<file path="src/rtl/branch_history_table_pkg.sv">
// Shared definitions for the branch direction predictor: 2-bit counter states
// and default table geometry.
package branch_history_table_pkg;

  typedef enum logic [1:0] {
    CTR_SNT = 2'b00,
    CTR_WNT = 2'b01,
    CTR_WT  = 2'b10,
    CTR_ST  = 2'b11
  } ctr_e;

  localparam int unsigned DEF_DATA_WIDTH  = 32;
  localparam int unsigned DEF_INDEX_WIDTH = 4;
  localparam int unsigned DEF_TAG_WIDTH   = 8;
  localparam int unsigned DEF_STAT_WIDTH  = 16;

endpackage

</file>
<file path="src/rtl/branch_history_table_if.sv">
// Fetch lookup, EX-stage training and statistics signals of the branch history table.
interface branch_history_table_if #(
  parameter int unsigned DATA_WIDTH = 32,
  parameter int unsigned STAT_WIDTH = 16
);
  logic                  flush;
  logic [DATA_WIDTH-1:0] pc;
  logic                  taken;
  logic                  hit;
  logic                  update_en;
  logic [DATA_WIDTH-1:0] update_pc;
  logic                  update_taken;
  logic [STAT_WIDTH-1:0] mispredict_count;

  modport master (
    output flush, pc, update_en, update_pc, update_taken,
    input  taken, hit, mispredict_count
  );

  modport slave (
    input  flush, pc, update_en, update_pc, update_taken,
    output taken, hit, mispredict_count
  );
endinterface

</file>
<file path="src/rtl/branch_history_table_sat_counter.sv">
// 2-bit saturating counter next-state function used on the training path.
module sat_counter_2bit
  import branch_history_table_pkg::*;
(
  input  logic [1:0] i_ctr,
  input  logic       i_dir,
  output logic [1:0] o_ctr
);

  always_comb begin
    o_ctr = i_ctr;
    if (i_dir) begin
      if (i_ctr != CTR_ST) o_ctr = i_ctr + 2'd1;
    end else begin
      if (i_ctr != CTR_SNT) o_ctr = i_ctr - 2'd1;
    end
  end

endmodule

</file>
<file path="src/rtl/branch_history_table.sv">
// Direct-mapped tagged table of 2-bit counters predicting branch direction at fetch,
// trained by resolved conditional branches from EX.
module branch_history_table
  import branch_history_table_pkg::*;
#(
  parameter int unsigned DATA_WIDTH  = DEF_DATA_WIDTH,
  parameter int unsigned INDEX_WIDTH = DEF_INDEX_WIDTH,
  parameter int unsigned TAG_WIDTH   = DEF_TAG_WIDTH,
  parameter int unsigned STAT_WIDTH  = DEF_STAT_WIDTH
)(
  input logic                    clk,
  input logic                    rst,
  branch_history_table_if.slave  bus
);

  localparam int unsigned ENTRIES = 1 << INDEX_WIDTH;
  localparam int unsigned TAG_LO  = INDEX_WIDTH + 2;
  localparam int unsigned TAG_HI  = INDEX_WIDTH + TAG_WIDTH + 1;

  logic [ENTRIES-1:0]    r_valid;
  logic [TAG_WIDTH-1:0]  r_tag [ENTRIES];
  logic [1:0]            r_ctr [ENTRIES];
  logic [STAT_WIDTH-1:0] r_mispred_cnt;

  logic [INDEX_WIDTH-1:0] w_lk_idx;
  logic [TAG_WIDTH-1:0]   w_lk_tag;
  logic                   w_lk_hit;
  logic [INDEX_WIDTH-1:0] w_upd_idx;
  logic [TAG_WIDTH-1:0]   w_upd_tag;
  logic                   w_upd_hit;
  logic [1:0]             w_upd_ctr_old;
  logic [1:0]             w_upd_ctr_next;
  logic                   w_old_pred;
  logic                   w_mispredict;
  logic                   w_unused;

  assign w_lk_idx  = bus.pc[INDEX_WIDTH+1:2];
  assign w_lk_tag  = bus.pc[TAG_HI:TAG_LO];
  assign w_upd_idx = bus.update_pc[INDEX_WIDTH+1:2];
  assign w_upd_tag = bus.update_pc[TAG_HI:TAG_LO];

  // Byte offset and PC bits above the tag take no part in the lookup.
  assign w_unused = ^{bus.pc[DATA_WIDTH-1:TAG_HI+1], bus.pc[1:0],
                      bus.update_pc[DATA_WIDTH-1:TAG_HI+1], bus.update_pc[1:0]};

  assign w_lk_hit  = r_valid[w_lk_idx] && (r_tag[w_lk_idx] == w_lk_tag);
  assign bus.hit   = w_lk_hit;
  assign bus.taken = w_lk_hit && r_ctr[w_lk_idx][1];
  assign bus.mispredict_count = r_mispred_cnt;

  assign w_upd_hit     = r_valid[w_upd_idx] && (r_tag[w_upd_idx] == w_upd_tag);
  assign w_upd_ctr_old = r_ctr[w_upd_idx];
  assign w_old_pred    = w_upd_hit && w_upd_ctr_old[1];
  assign w_mispredict  = bus.update_en && (w_old_pred != bus.update_taken);

  sat_counter_2bit u_sat_counter (
    .i_ctr (w_upd_ctr_old),
    .i_dir (bus.update_taken),
    .o_ctr (w_upd_ctr_next)
  );

  // Flush only clears valid bits and takes priority over training.
  always_ff @(posedge clk or posedge rst) begin
    if (rst) begin
      r_valid <= '0;
      r_tag   <= '{default: '0};
      r_ctr   <= '{default: CTR_WNT};
    end else if (bus.flush) begin
      r_valid <= '0;
    end else if (bus.update_en) begin
      r_valid[w_upd_idx] <= 1'b1;
      r_tag[w_upd_idx]   <= w_upd_tag;
      if (w_upd_hit)
        r_ctr[w_upd_idx] <= w_upd_ctr_next;
      else
        r_ctr[w_upd_idx] <= bus.update_taken ? CTR_WT : CTR_WNT;
    end
  end

  // The statistic is still counted on a flushed update.
  always_ff @(posedge clk or posedge rst) begin
    if (rst)
      r_mispred_cnt <= '0;
    else if (w_mispredict && (r_mispred_cnt != '1))
      r_mispred_cnt <= r_mispred_cnt + STAT_WIDTH'(1);
  end

endmodule

</file>
<file path="src/flat_wrapper.sv">
// flat-port wrapper written by rule: the top's interface ports become plain ports
module branch_history_table_flat import branch_history_table_pkg::*;
#(
  parameter int unsigned DATA_WIDTH  = DEF_DATA_WIDTH,
  parameter int unsigned INDEX_WIDTH = DEF_INDEX_WIDTH,
  parameter int unsigned TAG_WIDTH   = DEF_TAG_WIDTH,
  parameter int unsigned STAT_WIDTH  = DEF_STAT_WIDTH
)
  (clk, rst, bus_flush, bus_pc, bus_update_en, bus_update_pc, bus_update_taken, bus_taken, bus_hit, bus_mispredict_count);
  branch_history_table_if #(.DATA_WIDTH(DATA_WIDTH), .STAT_WIDTH(STAT_WIDTH)) bus_i ();
  input logic clk;
  input logic rst;
  input wire logic [$bits(bus_i.flush)-1:0] bus_flush;
  input wire logic [$bits(bus_i.pc)-1:0] bus_pc;
  input wire logic [$bits(bus_i.update_en)-1:0] bus_update_en;
  input wire logic [$bits(bus_i.update_pc)-1:0] bus_update_pc;
  input wire logic [$bits(bus_i.update_taken)-1:0] bus_update_taken;
  output wire logic [$bits(bus_i.taken)-1:0] bus_taken;
  output wire logic [$bits(bus_i.hit)-1:0] bus_hit;
  output wire logic [$bits(bus_i.mispredict_count)-1:0] bus_mispredict_count;
  assign bus_i.flush = bus_flush;
  assign bus_i.pc = bus_pc;
  assign bus_i.update_en = bus_update_en;
  assign bus_i.update_pc = bus_update_pc;
  assign bus_i.update_taken = bus_update_taken;
  assign bus_taken = bus_i.taken;
  assign bus_hit = bus_i.hit;
  assign bus_mispredict_count = bus_i.mispredict_count;
  branch_history_table #(.DATA_WIDTH(DATA_WIDTH), .INDEX_WIDTH(INDEX_WIDTH), .TAG_WIDTH(TAG_WIDTH), .STAT_WIDTH(STAT_WIDTH)) u_core (.clk(clk), .rst(rst), .bus(bus_i));
endmodule
</file>
<file path="config.mk">
export PLATFORM = sky130hd
export DESIGN_NAME = branch_history_table_flat
export DESIGN_NICKNAME = d
export VERILOG_FILES = /design/src/rtl/branch_history_table_pkg.sv /design/src/rtl/branch_history_table_if.sv /design/src/rtl/branch_history_table_sat_counter.sv /design/src/rtl/branch_history_table.sv /design/src/flat_wrapper.sv
export SDC_FILE = /design/constraint.sdc
export NUM_CORES = 1
export LEC_CHECK = 0
export CELL_PAD_IN_SITES_DETAIL_PLACEMENT = 1
export CELL_PAD_IN_SITES_GLOBAL_PLACEMENT = 1
export CORE_MARGIN = 2
export CORE_UTILIZATION = 45
export DETAILED_ROUTE_END_ITERATION = 12
export PLACE_DENSITY = 0.75
export SLEW_MARGIN = 5
export SYNTH_ARGS = -nofsm -noshare
export SYNTH_HDL_FRONTEND = slang
export SYNTH_SLANG_ARGS = --single-unit
export TNS_END_PERCENT = 5
</file>
<file path="constraint.sdc">
create_clock -name clk -period 8.8 [get_ports clk]
set_input_delay 1.76 -clock clk [delete_from_list [all_inputs] [get_ports clk]]
set_output_delay 1.76 -clock clk [all_outputs]
set_load 0.05 [all_outputs]
</file>
== Yosys cells after proc, flatten, opt, wreduce, memory -nomap -nowiden ==
Index checks and enable logic that the tools add are counted.

* Bits in registers: 192
* Input bits: 69
* Output and inout port bits: 18
* Word-level logic and storage cells: 95

* $add $sub $neg: 3
* $lt $le $gt $ge: 6
* Eq/ne operators: 5
* Multiplexer cells: 32
* Bitwise logic cells: 4
* Reduce and logical (&&, ||, !) cells: 11

{| class="wikitable"
|+ Operators with widths
! cell !! number
|-
| 128-bit bitwise mux || 1
|-
| 8-bit binary-select mux with 4-bit select || 2
|-
| 32-bit bitwise mux || 2
|-
| 8-bit 2-to-1 mux || 5
|-
| 8-bit demux with 4-bit select || 1
|-
| 16-bit 2-to-1 mux || 2
|-
| 32-bit 2-to-1 mux || 1
|-
| 2-bit 2-to-1 mux || 9
|-
| 16-bit by 1-bit adder with 16-bit output (second input constant) || 1
|-
| 2-bit binary-select mux with 4-bit select || 2
|-
| 8-bit == test || 2
|-
| 16-bit inequality test (second input constant) || 1
|-
| 16-bit bitwise OR || 1
|-
| 5-bit greater-or-equal comparator (second input constant) || 2
|-
| 4-bit by 5-bit less-than comparator with 1-bit output (second input constant) || 2
|-
| 4-bit inverter with 5-bit output || 2
|-
| 1-bit binary-select mux with 4-bit select || 2
|-
| 2-bit demux with 4-bit select || 1
|-
| 1-bit logical AND || 8
|-
| 5-bit by 1-bit less-than comparator with 1-bit output (second input constant) || 1
|-
| 1-bit demux with 4-bit select || 1
|-
| 4-bit by 1-bit greater-or-equal comparator with 1-bit output (second input constant) || 1
|-
| 2-bit nonzero test || 2
|-
| 1-bit 2-to-1 mux || 3
|-
| 6 further kinds || 6
|}

== Logic depth before layout (Yosys ltp) ==
Gate-level depths: netlist of the first run.

* Depth in word-level cells: 10
* Depth in mapped cells: 13
* Gate-level depth less buffers: 9

== Modules after synthesis ==
From an unflattened synthesis of the first run, not the netlist that was laid out.

* Cell total of the unflattened synthesis: 736
* Area total of the unflattened synthesis: 10327.4 sq um

{| class="wikitable"
|+ By module, submodules not included
! module !! times used !! cells each !! area an instance (sq um) !! seq. area each (sq um)
|-
| branch_history_table || 1 || 733 || 10301.1 || 4824.6
|-
| sat_counter_2bit || 1 || 3 || 26.3 || 0.0
|}

== Worst setup path after synthesis of the first run ==
No wires, ideal clock.

* Path kind: input to output
* Start: input bus_pc[2]
* End: output bus_taken
* Arrival: 5.869 ns
* Required time: 7.040 ns
* Path slack: 1.171 ns
* Stages on the path: 8
* Buffers on the path: 1
* Path through: buf_1 mux4_2 mux4_2 xor2_1 nor4_1 nand3_1 nor4_1 and2_1

* Cells in the longest elaborated chain, start to end: 7
* Elaborated cells on any way between the ends: 12
* Those cells by class: eq/ne: 1; mux: 8; bitwise: 1; reduce/logical: 2

{| class="wikitable"
|+ RTL lines
! item !! line !! source
|-
| from (decl) || flat_wrapper.sv:14 || <nowiki>input wire logic [$bits(bus_i.pc)-1:0] bus_pc;</nowiki>
|-
| 4-bit inverter with 5-bit output (implied by the code) || branch_history_table.sv:46 || <nowiki>assign w_lk_hit = r_valid[w_lk_idx] && (r_tag[w_lk_idx] == w_lk_tag);</nowiki>
|-
| 8-bit binary-select mux with 4-bit select || branch_history_table.sv:46 ||
|-
| 8-bit 2-to-1 mux (implied by the code) (2 in series) || branch_history_table.sv:46 ||
|-
| 8-bit == test || branch_history_table.sv:46 ||
|-
| 1-bit logical AND (*) || branch_history_table.sv:46 ||
|-
| net bus_hit || flat_wrapper.sv:19 || <nowiki>output wire logic [$bits(bus_i.hit)-1:0] bus_hit;</nowiki>
|-
| 1-bit logical AND (*) || branch_history_table.sv:48 || <nowiki>assign bus.taken = w_lk_hit && r_ctr[w_lk_idx][1];</nowiki>
|-
| to (decl) || flat_wrapper.sv:18 || <nowiki>output wire logic [$bits(bus_i.taken)-1:0] bus_taken;</nowiki>
|}

The timed path passes the listed nets; every way through them passes the cells marked *. The select of a mux whose other input is x is not followed.

== Worst setup path after layout of the first run ==
* Start: input bus_pc[3]
* End: output bus_taken

* Cells in the longest elaborated chain, start to end: 7
* Elaborated cells on any way between the ends: 12
* Those cells by class: eq/ne: 1; mux: 8; bitwise: 1; reduce/logical: 2

{| class="wikitable"
|+ RTL lines
! item !! line
|-
| 4-bit inverter with 5-bit output (implied by the code) || branch_history_table.sv:46, branch_history_table.sv:48
|-
| 8-bit binary-select mux with 4-bit select || branch_history_table.sv:46
|-
| 8-bit 2-to-1 mux (implied by the code) (2 in series) || branch_history_table.sv:46
|-
| 8-bit == test || branch_history_table.sv:46
|-
| 1-bit logical AND || branch_history_table.sv:46
|-
| 1-bit logical AND (*) || branch_history_table.sv:48
|}

Every way passes the cells marked *; elsewhere a longest branch is shown, timed or not. The select of a mux whose other input is x is not followed.

==> key figures, run 1 <==
Run status
  – Status: finished, final reports clean

Routing
  – DR WL met2: 15,400 µm
  – Drt first-iter violations: 465
  – DR DRC count: 0
  – Highest routed layer: met4
  – Final wirelength: 29,700 µm
  – Routed WL per cell: 27.0 µm
  – Met1 WL: around 12,000 µm
  – Vias per cell: between 6 and 7
  – WL met3: around 1700 µm
  – DRT Pass-1 Iters: 5
  – Post-DRT Antenna Nets: 0
  – Via count: 6,962

Placement
  – HPWL Detailed: between 15,000 and 20,000 µm
  – Port Buffers: 46
  – Placed Area: 10,800 µm²
  – GPL Wtd Cong: 0.829

Die
  – Core Footprint: 22,400 µm²
  – Die W: 154 µm
  – Row count: 55
  – Ports: just under 90
  – Starting Density: 45.4%
  – Chip Height: 154 µm
  – Die area: around 24,000 µm²

Synthesis
  – Cell count after synthesis: 788
  – Yosys top cell area share: 43.3%
  – Register area share after synthesis: 47.4%
  – Ys async rst share: 100%
  – Post-synth cell types: 44
  – Synthesized Nets: 858
  – Synthesis-stage register bit count: 192
  – Top area cells in the synthesized netlist: dfrtp_1, mux4_2, mux2_2, nand2_1, dfstp_2
  – Synth Flop Type: dfrtp_1
  – Yosys Warn Count: 0
  – Mapped Avg Cell Area: about 13 µm²
  – Yosys top cell by area: dfrtp_1
  – Number of synthesized flops with an enable pin: 0
  – Area of the mapped netlist: 10,200 µm²

GRT
  – First-pass GRT wire length: ~47,000 µm
  – Initial antenna violation count: 0
  – Largest net degree at the start of global routing: 109
  – Vias in the first global route: roughly 7,700
  – Tot GR Track Use: approximately a quarter
  – GR Overflow Total: 0

Min path
  – Hold_sp: u_core.r_ctr[24]$_DFFE_PP1P_
  – End of the worst hold path: u_core.r_ctr[24]$_DFFE_PP1P_
  – WHS Path Cells: 2
  – Worst min path class: reg2reg

Setup path
  – CP Class: in2out
  – R2R setup slack: a little over 5000 ps
  – CP top delay family: buffers and inverters
  – Crit end category: output pin
  – Critical Path Start Type: primary input
  – Bufs and invs on worst path: 4
  – Critical Path RT: 7040 ps
  – Slowest Stage Delay on Critical Path: 1100 ps
  – Reg2Reg Depth: 7
  – Cells along the critical path: clkdlybuf4s50_1 > buf_4 > mux4_2 > xor2_1 > nor4_1 > buf_4 > nand3_1 > nor4_1 > and2_1 > clkdlybuf4s50_1
  – Reg2reg end: u_core.r_ctr[14]$_DFFE_PP1P_
  – WP data arrival: 6360 ps
  – RR Startpoint: u_core.r_tag[5]$_DFFE_PP0P_
  – Largest fanout on the critical path: 15
  – Highest-delay cell along the critical path: clkdlybuf4s50_1

Run
  – Max_cap viols: 0

CTS
  – Root buffer cell: clkbuf_16
  – Worst-path clk slew: 70 ps
  – H-tree levels: 4
  – Post-CTS Hold Buffers: 0
  – Clock Tree Buf Depth: 2
  – # Post-CTS Setup Buffers: 0
  – CTS tree: yes
  – CTS buffer count: 17
  – Post_cts resized: 0
  – CTS sink cnt: 192
  – Worst-Skew Late Latency: 440 ps

Timing
  – Fmax: approximately 120 MHz
  – Final setup viols: 0
  – Setup TNS: 0 ps
  – Worst Tran Pin Value: 1130 ps
  – Final hold violations: 0
  – RSZ-0062 raised after global routing: no
  – Slew Limit Fails: 0
  – Slew HR: 24.6%
  – Skew final: between 10 and 15 ps
  – Final period util: 92.3%
  – Final Critical Period: approximately 8100 ps

Final layout
  – Layout cells sized above 1: 31.9%
  – Final net count: 870
  – Util after Layout: 50.8%
  – Area grow syn2layout: 11.9%
  – Finished Cell Area: 11,400 µm²

Power
  – Peak supply drop: 0.133 mV
  – Leak Pwr: 4.92 nW
  – Pwr Total: 2.52 mW
  – Power Dens Cells: 221 nW/µm²
## cells in the mapped netlist (2+ instances only)
cell type  count
dfrtp_1      176
nand2_1      155
mux2_2       100
mux4_2        92
clkbuf_1      39
o21ai_0       33
inv_1         18
dfstp_2       16
o31ai_1       16
xor2_1        16
xnor2_1       13
buf_2         12
nor2_1        12
buf_1         10
mux2i_1        8
and3_1         7
nand3_1        7
nand4_1        7
nor4_1         5
a22oi_1        4
mux4_1         4
o22ai_1        4
and2_1         3
nand2b_1       3
nor2b_1        3
a21oi_1        2
a31oi_1        2
buf_6          2
nor3_1         2
nor3b_1        2
or2_2          2
## worst register-to-register path, cell delays in order, from the launching register on
cell	delay, ps
dfrtp_1	420
mux4_2	490
mux4_2	490
xor2_1	190
nor3_1	650
nand2_1	230
a211oi_2	940
o31ai_1	170
## final cells by class
| class | count | area (µm²) |
|---|---|---|
| Multi-Input combinational cell | 515 | 5020 |
| Clock buffer | 20 | 447 |
| Sequential cell | 192 | 4820 |
| Inverter | 18 | 72.6 |
| Antenna cell | 1 | 2.50 |
| Tap cell | 285 | 357 |
| Timing Repair Buffer | 56 | 520 |
| Fill cell | 2246 | 11000 |
| Clock inverter | 12 | 146 |
## registers in the layout, indices dropped and copies added, names as in the netlist
register                     count
u_core.r_tag                   128
u_core.r_ctr                    32
u_core.bus.mispredict_count     16
u_core.r_valid                  16
## report_power, final
group | switching [mW] | internal (mW)
combinational | 0.256 | 0.293
sequential | 0.130 | 1.04
clock | 0.366 | 0.434
## layer usage
| layer | vias up | track usage (%) |
|---|---|---|
| li1 | 2929 | - |
| met5 | - | 0 |
| met2 | 224 | 45.5 |
| met4 | 0 | 9.48 |
| met1 | 3755 | 33.5 |
| met3 | 54 | 5.21 |
## how the worst max path moves through the flow
stage               slack [ps]   endpoint      start  cells past startpoint
finish                     680  bus_taken  bus_pc[3]                     10
global route               490  bus_taken  bus_pc[3]                     10
CTS                        690  bus_taken  bus_pc[3]                     10
detailed placement         740  bus_taken  bus_pc[3]                     10
global placement           750  bus_taken  bus_pc[3]                     10
floorplan                 1170  bus_taken  bus_pc[2]                      8
## through the flow
step / setup slack, ps / cells / hold slack, ps
floorplan: 1170 / 788 / 451
global placement: 753 / 1066 / 459
detailed placement: 738 / 1066 / 468
CTS: 692 / 1098 / 482
global route: 490 / 1098 / 506
finish: 677 / 1099 / 482
## kinds of logic after synthesis
family / share of synthesized area, %
simple gates: 9.32
mux: 33.2
flops: 47.4
buf+inv: 3.28
compound gates: 4.17
xor+xnor: 2.49
fa+ha+maj: 0.123
## layout by cell type, fill, tap and decap left out, types with 2 or more instances in the layout
cell type and instances:
a21oi_1 2, a22oi_1 4, a31oi_1 2, and2_1 3, and3_1 7, buf_2 3
buf_4 10, bufinv_16 2, clkbuf_1 2, clkbuf_16 17, clkdlybuf4s50_1 43, clkinv_4 2
clkinvlp_4 3, dfrtp_1 176, dfstp_2 16, inv_1 17, inv_6 5, mux2_2 100
mux2i_1 8, mux4_1 4, mux4_2 92, nand2_1 155, nand2b_1 3, nand3_1 7
nand4_1 7, nor2_1 12, nor2b_1 3, nor3_1 2, nor3b_1 2, nor4_1 5
o21ai_0 33, o22ai_1 4, o31ai_1 16, or2_2 2, xnor2_1 13, xor2_1 16
(Power assumes the default switching activity.)
==> run 2: changes to the inputs <==
Settings changed: CORE_MARGIN 2 to 1.5, HOLD_SLACK_MARGIN set to 0.02, PLACE_DENSITY 0.75 to 0.74, SYNTH_HIERARCHICAL set to 1.
==> run 2 against run 1 <==
Global-route usage shrank 0.83 points. Core utilization grew 0.83 points. Combinational power up 6.2%. Critical endpoint unchanged. Clock power up 10%. Largest cell class unchanged. Highest routed layer unchanged.
==> key figures, run 2 <==
GRT
  – Vias in the first global route: 7,528 (-1.9%)
  – Met2 Resource Use GR: 43.3% (-2.3 points)
  – First-pass GRT wire length: 45,100 µm (-3.7%)
  – Largest net degree at the start of global routing: 122 (+12%)
  – Initial antenna violation count: 0 (unchanged)
  – GR Overflow Total: 0 (unchanged)
  – Met3 GRT Util: 5.44% (+0.22 points)
  – Met1 usage: 32.2% (-1.3 points)
  – GRT busiest layer: met2
  – Tot GR Track Use: 25.6% (-0.83 points)

CTS
  – # Post-CTS Setup Buffers: 0 (unchanged)
  – Post-CTS Hold Buffers: 0 (unchanged)
  – Post_cts resized: 0 (unchanged)
  – Worst-Skew Late Latency: 440 ps (about the same)
  – Worst-path clk slew: 70 ps (about the same)
  – CTS buffer count: 17 (unchanged)
  – CTS tree: yes
  – Root buffer cell: clkbuf_16
  – Clock Tree Buf Depth: 2 (unchanged)
  – CTS sink cnt: 192 (unchanged)
  – H-tree levels: 4 (unchanged)

Setup path
  – Critical Path Start Type: primary input
  – Crit end category: output pin
  – CP top delay family: buffers and inverters
  – Highest-delay cell along the critical path: clkdlybuf4s50_1
  – CP Class: in2out
  – Cells along the critical path: buf_2 > buf_4 > mux4_2 > mux4_2 > xnor2_1 > nand4_1 > nor3_1 > and2_1 > clkdlybuf4s50_1
  – WP data arrival: 5630 ps (-730 ps)
  – Crit path top cell by count: mux4_2
  – Bufs and invs on worst path: 3 (-1)
  – Largest fanout on the critical path: 24 (+9)
  – Slowest Stage Delay on Critical Path: 790 ps (-310 ps)
  – Critical Path RT: 7040 ps (about the same)

Placement
  – HPWL Detailed: 18,100 µm (-2.1%)
  – Placed Area: 11,000 µm² (+1.7%)
  – GPL Wtd Cong: 0.817 (-1.4%)
  – Placed Cells incl. Taps: 1,023 (-4.0%)
  – Port Buffers: 46 (unchanged)

Synthesis
  – Cell count after synthesis: 736 (-6.6%)
  – Ys async rst share: 100% (unchanged)
  – Post-synth cell types: 56 (+27%)
  – Yosys top cell area share: 42.6% (-0.61 points)
  – Yosys Warn Count: 6 (+6)
  – Synthesized Nets: 806 (-6.1%)
  – Top area cells in the synthesized netlist: dfrtp_1, mux4_2, mux2_2, dfstp_2, mux4_1
  – Area of the mapped netlist: 10,300 µm² (+1.4%)
  – Count leader, synth: dfrtp_1
  – Synth Flop Type: dfrtp_1
  – Commonest cells post-synth: dfrtp_1, mux2_2, mux4_2, clkbuf_1, nand2_1
  – Yosys top cell by area: dfrtp_1
  – Mapped Avg Cell Area: 14.0 µm² (+8.6%)
  – Synthesis-stage register bit count: 192 (unchanged)
  – Register area share after synthesis: 46.7% (-0.67 points)
  – Number of synthesized flops with an enable pin: 0 (unchanged)

Routing
  – Final wirelength: 28,800 µm (-3.0%)
  – Vias per cell: 6.40 (+1.1%)
  – Via count: 6,757 (-2.9%)
  – Routed WL per cell: 27.3 µm (+1.0%)
  – DRT Pass-1 Iters: 5 (unchanged)
  – DR DRC count: 0 (unchanged)
  – Post-DRT Antenna Nets: 0 (unchanged)
  – Drt first-iter violations: 432 (-7.1%)

Timing
  – Final setup viols: 0 (unchanged)
  – RSZ-0062 raised after global routing: no
  – Final period util: 84.0% (-8.3 points)
  – Slew HR: 17.4% (-7.2 points)
  – Setup TNS: 0 ps (unchanged)
  – Skew final: 16.9 ps (+6.34 ps)
  – Worst Tran Pin Value: 1200 ps (+77.7 ps)
  – Fmax: 135 MHz (+9.9%)
  – Hold Slack: 487 ps (+4.79 ps)
  – Final hold violations: 0 (unchanged)
  – Final Critical Period: 7390 ps (-735 ps)
  – Slew Limit Fails: 0 (unchanged)

Die
  – Row count: 55 (unchanged)
  – Die area: 23,900 µm² (about the same)
  – Die W: 154 µm (about the same)
  – Core Footprint: 22,600 µm² (+0.61%)
  – Starting Density: 45.8% (+0.37 points)
  – Chip Height: 154 µm (about the same)
  – Ports: 87 (unchanged)

Final layout
  – Area grow syn2layout: 12.8%
  – ANT cells: 0 (-1)
  – Most frequent cells in the layout: dfrtp_1, mux2_2, mux4_2, clkdlybuf4s50_1, nand2_1
  – Top Registers: u_core/r_tag: 128 flops, u_core/r_ctr: 32 flops
  – Layout cells sized above 1: 36.9% (+5.0 points)
  – Max reg flops: 128 (unchanged)
  – Post-Layout Cell Count: 1,055 (-4.0%)
  – Final net count: 827 (-4.9%)
  – Finished Cell Area: 11,600 µm² (+2.3%)
  – Top reg by flops: u_core/r_tag
  – Most common cell after layout, fill and taps aside: dfrtp_1

Run status
  – Status: finished, final reports clean

Power
  – Pwr Total: 2.64 mW (+4.8%)
  – Leak Pwr: 4.96 nW (+0.81%)
  – Peak supply drop: 0.113 mV (-15%)
  – Power Dens Cells: 227 nW/µm² (+2.4%)

Min path
  – Worst min path class: reg2reg

Run
  – Max_cap viols: 0 (unchanged)
## run 2: cell count changes after synthesis, moves of 14 or more
cell	before	now
xor2_1	16	2
nand2_1	155	38
xnor2_1	13	28
mux4_2	92	75
o31ai_1	16	0
mux2_2	100	133
## run 2: kinds of logic (layout without fill, tap and decap cells)
group,after synthesis,in the layout,synth area share (%)
mux,239,239,36.2
buf+inv,77,111,3.32
compound gates,84,84,5.03
xor+xnor,30,30,2.54
flops,192,192,46.7
fa+ha+maj,3,3,0.339
simple gates,111,111,5.82
## run 2: worst reg2reg max path: stages, from the launching register on
cell and delay (ps):
dfrtp_1 400, mux4_1 510, mux2_2 290, and4b_1 180, nor4_1 740, nor4_2 220, nand4_1 210, mux2i_1 1000
o21ai_0 230
## run 2: cell type report
cell class | count | area (µm²)
fillers | 2198 | 10900
multi-input cells | 467 | 5160
flip-flops and latches | 192 | 4820
repair buffers | 63 | 573
clock buffers | 20 | 467
well taps | 285 | 357
clock inverters | 12 | 204
inverters | 16 | 65.1
## run 2: metrics by stage
| stage | utilization (%) | setup WS (ps) |
|---|---|---|
| finish | 51.6 | 1410 |
| global placement | 48.6 | 1420 |
| detailed placement | 48.6 | 1360 |
| CTS | 51.6 | 1290 |
| floorplan | - | 1610 |
| global route | 51.6 | 1130 |
## run 2: per-layer routing
metal	up-vias	routed length, µm
li1	2830	-
met1	3662	12000
met2	201	14600
met3	64	1360
met4	0	928
met5	-	0
## run 2: final timing paths
path,slack [ps],end,startpoint,cells after the start
min in group asynchronous,1900,u_core/r_tag[90]$_DFFE_PP0P_,rst,2
max in group asynchronous,5260,u_core/r_tag[64]$_DFFE_PP0P_,rst,3
max reg2reg,4860,u_core/r_ctr[25]$_DFFE_PP0P_,u_core/r_tag[53]$_DFFE_PP0P_,8
min,490,u_core/r_ctr[12]$_DFFE_PP1P_,u_core/r_ctr[12]$_DFFE_PP1P_,2
max,1410,bus_taken,bus_pc[2],9
min reg2reg,490,u_core/r_ctr[12]$_DFFE_PP1P_,u_core/r_ctr[12]$_DFFE_PP1P_,2
## run 2: power by group
| group | total (mW) | switching [mW] | internal (mW) |
|---|---|---|---|
| combinational | 0.582 | 0.264 | 0.318 |
| sequential | 1.18 | 0.127 | 1.05 |
| clock | 0.880 | 0.351 | 0.529 |
| total | 2.64 | 0.742 | 1.90 |
==> run 3: changes to the inputs <==
Settings changed: CORE_UTILIZATION 45 to 44, PLACE_DENSITY 0.74 to 0.76.
Clock period 8.8 ns to 6.05 ns, I/O delays scaled along.
==> run 3 against run 2 <==
Core utilization shrank 0.14 points. Power rose by 43%. Wire length hardly changed. Sequential power rose by 46%. Via count up 1.3%. Sequential share of layout area decreased by 0.39 points. Critical path type unchanged. Cell area grew 0.95%. Clock power increased by 35%.
==> key figures, run 3 (synthesis results as in run 2) <==
Power
  – Leak Pwr: 4.99 nW (+0.70%)
  – Peak supply drop: 0.185 mV (+63%)
  – Power Dens Cells: 321 nW/µm² (+41%)

Die
  – Chip Height: 156 µm (+1.1%)
  – Core Footprint: 22,800 µm² (+1.2%)
  – Die area: 24,400 µm² (+2.2%)
  – Starting Density: 45.2% (-0.55 points)
  – Row count: 55 (unchanged)
  – Ports: 87 (unchanged)
  – Die W: 156 µm (+1.1%)

CTS
  – Post-CTS Hold Buffers: 0 (unchanged)
  – Post_cts resized: 0 (unchanged)
  – CTS buffer count: 17 (unchanged)
  – # Post-CTS Setup Buffers: 0 (unchanged)
  – CTS sink cnt: 192 (unchanged)
  – Worst-Skew Late Latency: 430 ps (about the same)
  – H-tree levels: 4 (unchanged)
  – Clock Tree Buf Depth: 2 (unchanged)
  – Root buffer cell: clkbuf_16
  – Worst-path clk slew: 70 ps (about the same)
  – CTS tree: yes

Setup path
  – Highest-delay cell along the critical path: clkdlybuf4s50_1
  – CP Class: in2out
  – Crit end category: output pin
  – WP data arrival: 4150 ps (-1480 ps)
  – Largest fanout on the critical path: 11 (-54%)
  – Critical Path RT: 4840 ps (-2200 ps)
  – Cells along the critical path: clkdlybuf4s50_1 > buf_4 > mux4_2 > mux4_2 > xnor2_1 > nand4_1 > nor3_1 > buf_4 > and2_1 > buf_12
  – Slowest Stage Delay on Critical Path: 720 ps (-70 ps)
  – Reg2Reg Depth: 10 (+2)
  – Critical Path Start Type: primary input

Final layout
  – Area grow syn2layout: 13.9%
  – Top reg by flops: u_core/r_tag
  – Max reg flops: 128 (unchanged)
  – Filler instances: 2,231 (+1.5%)
  – Finished Cell Area: 11,800 µm² (+0.95%)
  – Final net count: 835 (+0.97%)
  – Sequential Area: 4820 µm² (unchanged)
  – Most frequent cells in the layout: dfrtp_1, mux2_2, mux4_2, clkdlybuf4s50_1, nand2_1
  – Multi-input logic area: 5160 µm² (unchanged)
  – Most common cell after layout, fill and taps aside: dfrtp_1
  – Top Registers: u_core/r_tag: 128 flops, u_core/r_ctr: 32 flops
  – ANT cells: 0 (unchanged)
  – Layout cells sized above 1: 37.5% (+0.62 points)
  – Post-Layout Cell Count: 1,089 (+3.2%)

GRT
  – Vias in the first global route: 7,630 (+1.4%)
  – Tot GR Track Use: 25.2% (-0.43 points)
  – First-pass GRT wire length: 45,300 µm (+0.61%)
  – GR Overflow Total: 0 (unchanged)
  – Largest net degree at the start of global routing: 193 (+58%)
  – Initial antenna violation count: 0 (unchanged)

Routing
  – Via count: 6,848 (+1.3%)
  – Routed WL per cell: 26.5 µm (-3.2%)
  – DR DRC count: 0 (unchanged)
  – Vias per cell: 6.29 (-1.8%)
  – Post-DRT Antenna Nets: 0 (unchanged)
  – DRT Pass-1 Iters: 4 (-1)
  – Drt first-iter violations: 535 (+24%)
  – Final wirelength: 28,800 µm (about the same)

Timing
  – RSZ-0062 raised after global routing: no
  – Setup TNS: 0 ps (unchanged)
  – Skew final: 10.0 ps (-6.92 ps)
  – Final hold violations: 0 (unchanged)
  – Worst Tran Pin Value: 1040 ps (-167 ps)
  – Hold Slack: 490 ps (+3.88 ps)
  – Final setup margin: 685 ps (-727 ps)
  – Slew Limit Fails: 0 (unchanged)
  – Final period util: 88.7%
  – Final setup viols: 0 (unchanged)
  – Slew HR: 30.8% (+13 points)
  – Fmax: between 150 and 200 MHz
  – Final Critical Period: 5360 ps

Min path
  – Worst min path class: reg2reg
  – WHS Path Cells: 2 (unchanged)

Placement
  – Placed Cells incl. Taps: 1,059 (+3.5%)
  – Placed Area: 11,100 µm² (+1.5%)
  – HPWL Detailed: 18,200 µm (+0.93%)
  – Port Buffers: 46 (unchanged)
  – GPL Wtd Cong: 0.804 (-1.7%)
  – Setup WS pre-CTS: 710 ps (-646 ps)

Run
  – Max_cap viols: 0 (unchanged)

Run status
  – Status: finished, final reports clean
==> run 3: cell types whose count changed in the layout (fill, tap and decap cells not counted), moves of 2 or more <==
cell	delta
clkinv_4	-3
buf_4	+4
clkdlybuf4s50_1	-2
buf_12	+6
clkinvlp_4	+2
==> run 3: stage by stage <==
stage	utilization (%)	total power, mW
floorplan	-	2.32
finish	51.5	3.77
detailed placement	48.8	2.59
global placement	48.8	2.51
global route	51.5	3.93
CTS	51.5	3.80
==> run 3: worst paths after layout <==
kind	slack, ps	from	to
setup / recovery	690	bus_pc[4]	bus_taken
hold / removal	490	u_core/r_ctr[24]$_DFFE_PP1P_	u_core/r_ctr[24]$_DFFE_PP1P_
setup reg to reg	2690	u_core/r_tag[53]$_DFFE_PP0P_	u_core/bus.mispredict_count[1]$_DFFE_PP0P_
hold reg to reg	490	u_core/r_ctr[24]$_DFFE_PP1P_	u_core/r_ctr[24]$_DFFE_PP1P_
max in group asynchronous	3870	rst	u_core/r_tag[102]$_DFFE_PP0P_
min in group asynchronous	1470	rst	u_core/r_tag[82]$_DFFE_PP0P_
==> run 3: critical path, delay by kind of cell <==
family / cells / cell delay, ps
buffers and inverters: 4 / 1340
AND/OR/NAND/NOR: 3 / 480
multiplexers: 2 / 820
XOR/XNOR: 1 / 290
==> run 3: final cells by class <==
cell class / count / area share, %
clock buffers: 19 / 3.85
clock inverters: 11 / 1.39
inverters: 16 / 0.543
multi-input cells: 467 / 43.9
flip-flops and latches: 192 / 41.0
well taps: 313 / 3.33
repair buffers: 71 / 5.98
==> run 3: power breakdown <==
part / switching, mW / internal [mW] / total (mW)
clock: 0.487 / 0.707 / 1.19
combinational: 0.388 / 0.468 / 0.856
sequential: 0.186 / 1.53 / 1.72
==> run 3: layer usage <==
| metal | share of wire (%) | global-route usage (%) |
|---|---|---|
| met4 | 3.3 | 10.1 |
| met1 | 41 | 32.2 |
| met5 | 0 | 0 |
| met3 | 5.9 | 5.28 |
| met2 | 50 | 42.0 |
